`config.mk`:
```
export PLATFORM = sky130hd
export DESIGN_NAME = mem_regfile
export DESIGN_NICKNAME = d
export VERILOG_FILES = /design/src/rtl/mem_pkg.sv /design/src/rtl/mem_word.sv /design/src/rtl/mem_regfile.sv
export SDC_FILE = /design/constraint.sdc
export NUM_CORES = 1
export LEC_CHECK = 0
export CORE_MARGIN = 3
export CORE_UTILIZATION = 60
export CTS_CLUSTER_SIZE = 30
export DETAILED_ROUTE_END_ITERATION = 7
export HOLD_SLACK_MARGIN = 0.03
export PLACE_DENSITY = 0.75
export SETUP_SLACK_MARGIN = 0.3
export SLEW_MARGIN = 25
export SYNTH_ARGS = -nofsm -noshare
export SYNTH_HDL_FRONTEND = slang
export SYNTH_SLANG_ARGS = --single-unit
```
`constraint.sdc`:
```
create_clock -name clk -period 2.49 [get_ports clk]
set_clock_uncertainty 0.2 [all_clocks]
set_input_delay 0.498 -clock clk [delete_from_list [all_inputs] [get_ports clk]]
set_output_delay 0.498 -clock clk [all_outputs]
set_load 0.05 [all_outputs]
```
`src/rtl/mem_pkg.sv`:
```
// Shared types and helpers for the register-file memory.
// Holds the clear-engine state encoding and the byte-lane count helper.
package mem_pkg;

    typedef enum logic {
        ST_IDLE  = 1'b0,
        ST_CLEAR = 1'b1
    } state_t;

    localparam int BYTE_W = 8;

    function automatic int nbytes(input int width);
        return width / BYTE_W;
    endfunction

endpackage

```
`src/rtl/mem_word.sv`:
```
// One WIDTH-bit storage word with per-byte write strobes.
// A synchronous zero has priority over a write so the clear sweep always wins.
module mem_word
    import mem_pkg::*;
#(
    parameter int WIDTH = 8
) (
    input  logic                       clk,
    input  logic                       rst_n,
    input  logic                       we,
    input  logic [nbytes(WIDTH)-1:0]   strb,
    input  logic [WIDTH-1:0]           wdata,
    input  logic                       zero,
    output logic [WIDTH-1:0]           q
);

    localparam int NB = nbytes(WIDTH);

    genvar gi;
    generate
        for (gi = 0; gi < NB; gi++) begin : g_lane
            logic [7:0] lane_reg;

            always_ff @(posedge clk or negedge rst_n) begin
                if (!rst_n) begin
                    lane_reg <= '0;
                end else if (zero) begin
                    lane_reg <= '0;
                end else if (we && strb[gi]) begin
                    lane_reg <= wdata[gi*8 +: 8];
                end
            end

            assign q[gi*8 +: 8] = lane_reg;
        end
    endgenerate

endmodule

```
`src/rtl/mem_regfile.sv`:
```
// Register-file memory: DEPTH x WIDTH words, one write port, one registered read
// port with write-first bypass, and a one-word-per-cycle clear sweep.
module mem_regfile
    import mem_pkg::*;
#(
    parameter int WIDTH = 8,
    parameter int DEPTH = 16,
    localparam int AW   = $clog2(DEPTH),
    localparam int NB   = nbytes(WIDTH)
) (
    input  logic              clk,
    input  logic              rst_n,
    input  logic              wr,
    input  logic [AW-1:0]     waddr,
    input  logic [WIDTH-1:0]  wdata,
    input  logic [NB-1:0]     wstrb,
    input  logic              rd,
    input  logic [AW-1:0]     raddr,
    output logic [WIDTH-1:0]  rdata,
    output logic              rvalid,
    input  logic              clr,
    output logic              busy,
    output logic              err
);

    localparam logic [AW:0]   DEPTH_W = (AW+1)'(DEPTH);
    localparam logic [AW-1:0] LAST    = AW'(DEPTH - 1);

    state_t           state_reg, state_next;
    logic [AW-1:0]    ptr_reg, ptr_next;
    logic [WIDTH-1:0] rdata_reg;
    logic             rvalid_reg, busy_reg, err_reg, err_next;

    logic             waddr_in, raddr_in, wr_ok, rd_ok;
    logic [WIDTH-1:0] word_q [DEPTH];
    logic [WIDTH-1:0] rword, rmerged;

    assign waddr_in = ({1'b0, waddr} < DEPTH_W);
    assign raddr_in = ({1'b0, raddr} < DEPTH_W);
    assign wr_ok    = (state_reg == ST_IDLE) && wr && waddr_in;
    assign rd_ok    = (state_reg == ST_IDLE) && rd && raddr_in;

    genvar gi;
    generate
        for (gi = 0; gi < DEPTH; gi++) begin : g_word
            mem_word #(.WIDTH(WIDTH)) u_word (
                .clk   (clk),
                .rst_n (rst_n),
                .we    (wr_ok && (waddr == AW'(gi))),
                .strb  (wstrb),
                .wdata (wdata),
                .zero  ((state_reg == ST_CLEAR) && (ptr_reg == AW'(gi))),
                .q     (word_q[gi])
            );
        end
    endgenerate

    // Read mux followed by write-first merge of any strobed lanes hitting the same word.
    always_comb begin
        rword = '0;
        for (int i = 0; i < DEPTH; i++) begin
            if (raddr == AW'(i)) begin
                rword = word_q[i];
            end
        end
        rmerged = rword;
        if (wr_ok && (waddr == raddr)) begin
            for (int b = 0; b < NB; b++) begin
                if (wstrb[b]) begin
                    rmerged[b*8 +: 8] = wdata[b*8 +: 8];
                end
            end
        end
    end

    always_comb begin
        state_next = state_reg;
        ptr_next   = ptr_reg;
        err_next   = 1'b0;
        case (state_reg)
            ST_IDLE: begin
                if (wr && !waddr_in) err_next = 1'b1;
                if (rd && !raddr_in) err_next = 1'b1;
                if (clr) begin
                    if (wr || rd) begin
                        err_next = 1'b1;
                    end else begin
                        state_next = ST_CLEAR;
                        ptr_next   = '0;
                    end
                end
            end
            ST_CLEAR: begin
                if (wr || rd) err_next = 1'b1;
                if (ptr_reg == LAST) begin
                    state_next = ST_IDLE;
                    ptr_next   = '0;
                end else begin
                    ptr_next = ptr_reg + 1'b1;
                end
            end
            default: begin
                state_next = ST_IDLE;
                ptr_next   = '0;
            end
        endcase
    end

    always_ff @(posedge clk or negedge rst_n) begin
        if (!rst_n) begin
            state_reg  <= ST_IDLE;
            ptr_reg    <= '0;
            rdata_reg  <= '0;
            rvalid_reg <= 1'b0;
            busy_reg   <= 1'b0;
            err_reg    <= 1'b0;
        end else begin
            state_reg  <= state_next;
            ptr_reg    <= ptr_next;
            rdata_reg  <= rd_ok ? rmerged : '0;
            rvalid_reg <= rd_ok;
            busy_reg   <= (state_next == ST_CLEAR);
            err_reg    <= err_next;
        end
    end

    assign rdata  = rdata_reg;
    assign rvalid = rvalid_reg;
    assign busy   = busy_reg;
    assign err    = err_reg;

endmodule
```
==> results.toml <==
[drt]
drcViolationCount = 0
routed-via-count = 5868
firstDrtPassIters = 7
postRouteAntennaNets = 0
avgViaCountPerCell = 6.63
drt-initial-drc-count = 823
drt-total-wl_mm = 21.2
wl_per_cell_um = 23.9

[grt]
grt_max_degree = 64
grt_util_all_layers_pct = 34.6
antenna_found_initial = 0
grt_pass1_vias = 5958
gr-usage-met3_pct = 9.63
grtUsageMet1_pct = 48.6
use_met2_pct = 52.0
grt_pass1_wl_mm = 33.5
grt-ovfl-total = 0
grt_busiest_layer = "met2"

[worst_hold_path]
hold_path.class = "reg2reg"

[timing]
finalHoldViolations = 0
relSlewSlack_pct = 58.5
worst_pin_slew_ps = 622
grt_setup_unrepaired = "yes"
period_minus_slack_ps = 2150
period_share_pct = 86.4
setup_viol = 0
max_freq_mhz = 465
drv_slew = 0

[floorplanning]
rows = 38
dieArea_um2 = 12800
start_util_pct = 62.6
pin_count = 33
die-height_um = 113
core_area_um2 = 11000
die_x_um = 113

[worst_setup_path]
worst-path-max-fanout = 8
slowest_stage = "mux2_2"
r2r_slack_ps = 410
critPathRequiredTime_ps = 2600
setup.worst_path.end_class = "register"
cpPeakStageDelay_ps = 390
cp_data_arrival_time_ps = 2270
crit_type = "in2reg"
start_kind = "primary input"
crit_chain = "buf_2 > mux2_2 > a221o_1 > and3_1 > or4_1 > a31o_1"

[synth]
yosys_warnings = 0
syn_inst = 637
ys_seq_elements = 143
ys.flop_type = "dfrtp_1"
synth_area_um2 = 6910
synth-async-reset-ratio_pct = 100
synth.distinct_cells = 56
synth_area_per_cell_um2 = 10.8
seq_area_frac_synth_pct = 51.8
synth_edf_count = 0
syn_nets = 663

[clock_tree]
root_buffer = "clkbuf_16"
cts.sinks = 143
clkLatencyLatePin_ps = 430
tritoncts = "built"
cts_inserted_buffers = 17
clk_pin_slew_ps = 60
cts-htree-levels = 4
cts_buffer_depth = 2

[place]
gp_congestion = 0.922
post-place-cells = 852
hpwlAfterDp_mm = 14.3
port_buffers = 32

[status]
status = "complete, no violations"

[layout]
syn_to_final_growth_pct = 24.1
utilization_pct = 77.7
drive_above_1_share_pct = 21.9
largest_reg_flops = 128
layout.nets = 760
layout.cells.non_filler = 885
antennaDiodeCount = 0

[run]
cap_violations = 0

[power_and_ir_drop]
ir_worst_vdd_mv = 0.707
powerDensity_nw_per_um2 = 837
p_leak_uw = 0.00404
==> final timing paths <==
check                                       start                      to  cells past startpoint
setup / recovery                         raddr[0]                rdata[2]                      6
hold / removal             g_word[11].u_word.q[0]  g_word[11].u_word.q[0]                      1
setup reg to reg           g_word[10].u_word.q[2]                rdata[2]                      5
hold reg to reg            g_word[11].u_word.q[0]  g_word[11].u_word.q[0]                      1
max in group asynchronous                   rst_n              ptr_reg[2]                      3
min in group asynchronous                   rst_n   g_word[8].u_word.q[4]                      2
==> metal layers <==
metal / share of wire [%] / up-vias
met5: 0 / -
met1: 42 / 2865
met2: 45 / 350
li1: - / 2596
met4: 3.1 / 0
met3: 9.6 / 57
==> worst max-delay path, delay by kind of cell <==
kind / cells / cell delay, ps
AND/OR/NAND/NOR: 2 / 550
buffers and inverters: 1 / 280
AO/OA/AOI/OAI: 2 / 540
multiplexers: 1 / 390
==> cells in the mapped netlist (all sizes together) (2+ instances only) <==
master	number	area [um2]
a211o	2	17.5
a21boi	3	22.5
a21oi	28	140
a22o	118	1030
a2bb2oi	4	35.0
a31oi	16	100
a41oi	3	26.3
and3	2	12.5
buf	24	120
clkbuf	28	105
dfrtp	143	3580
ha	4	50.1
inv	23	86.3
mux2	4	45.0
mux2i	25	250
mux4	6	135
nand2	19	71.3
nand2b	11	68.8
nand3	22	110
nand4	3	18.8
nand4b	4	35.0
nor2	48	193
nor2b	7	51.3
nor3	6	56.3
o21a	5	37.5
o21ai	38	190
o221ai	2	17.5
o22ai	10	62.6
o31ai	3	22.5
o32ai	3	26.3
or2	2	12.5
xor2	4	35.0
==> cell families after synthesis <==
kind of cell	after synthesis	share of synthesized area, %
adder cells (fa/ha/maj)	4	0.725
AND/OR/NAND/NOR	131	9.91
AO/OA/AOI/OAI	244	26.2
XOR/XNOR	5	0.634
flip-flops	143	51.8
multiplexers	35	6.23
buffers and inverters	75	4.51
==> final cells by class <==
cell class / count / area [um2]
sequential: 143 / 3580
multi-input combinational: 419 / 3080
fill: 737 / 2460
timing repair buffer: 130 / 1080
clock buffer: 20 / 457
tap: 140 / 175
clock inverter: 10 / 115
inverter: 23 / 86.3
==> per-stage QoR <==
step	total power, uW	setup WS [ps]	setup TNS, ps	area, um2	hold WS [ps]
2_1_floorplan	3960	302	0	6910	2.41
3_3_place_gp	4590	-355	-3530	7920	278
3_5_place_dp	4640	-263	-5860	7920	278
4_1_cts	7130	258	0	8500	298
5_1_grt	7460	285	0	8570	309
6_report	7170	339	0	8570	297
==> power breakdown <==
part | internal (uW) | leakage (uW) | switching (uW)
sequential | 2710 | 0.00197 | 314
combinational | 721 | 0.00180 | 932
clock | 1510 | 0.000274 | 980
total | 4940 | 0.00404 | 2230
==> cell usage in the layout (no fill, tap or decap), types with 5 or more instances in the layout <==
cell type and count:
a21oi_1 28, a22o_1 118, a31oi_1 13, buf_4 91
clkbuf_16 17, clkdlybuf4s50_1 17, dfrtp_1 142, dlygate4sd2_1 11
inv_1 23, mux2i_1 25, mux4_2 6, nand2_1 19
nand2b_1 11, nand3_1 21, nor2_1 43, nor2_2 5
nor2b_1 6, o21a_1 5, o21ai_0 37, o22ai_1 10
==> timing repair <==
item,in CTS,in global routing
resized for setup,14,14
hold buffers,1,0
pin swaps,0,2
gates cloned,0,1
endpoints found under the setup margin,28,35
setup buffers,0,1
endpoints found under the hold margin,61,0
No activity file was read; power rests on OpenSTA's default activity.
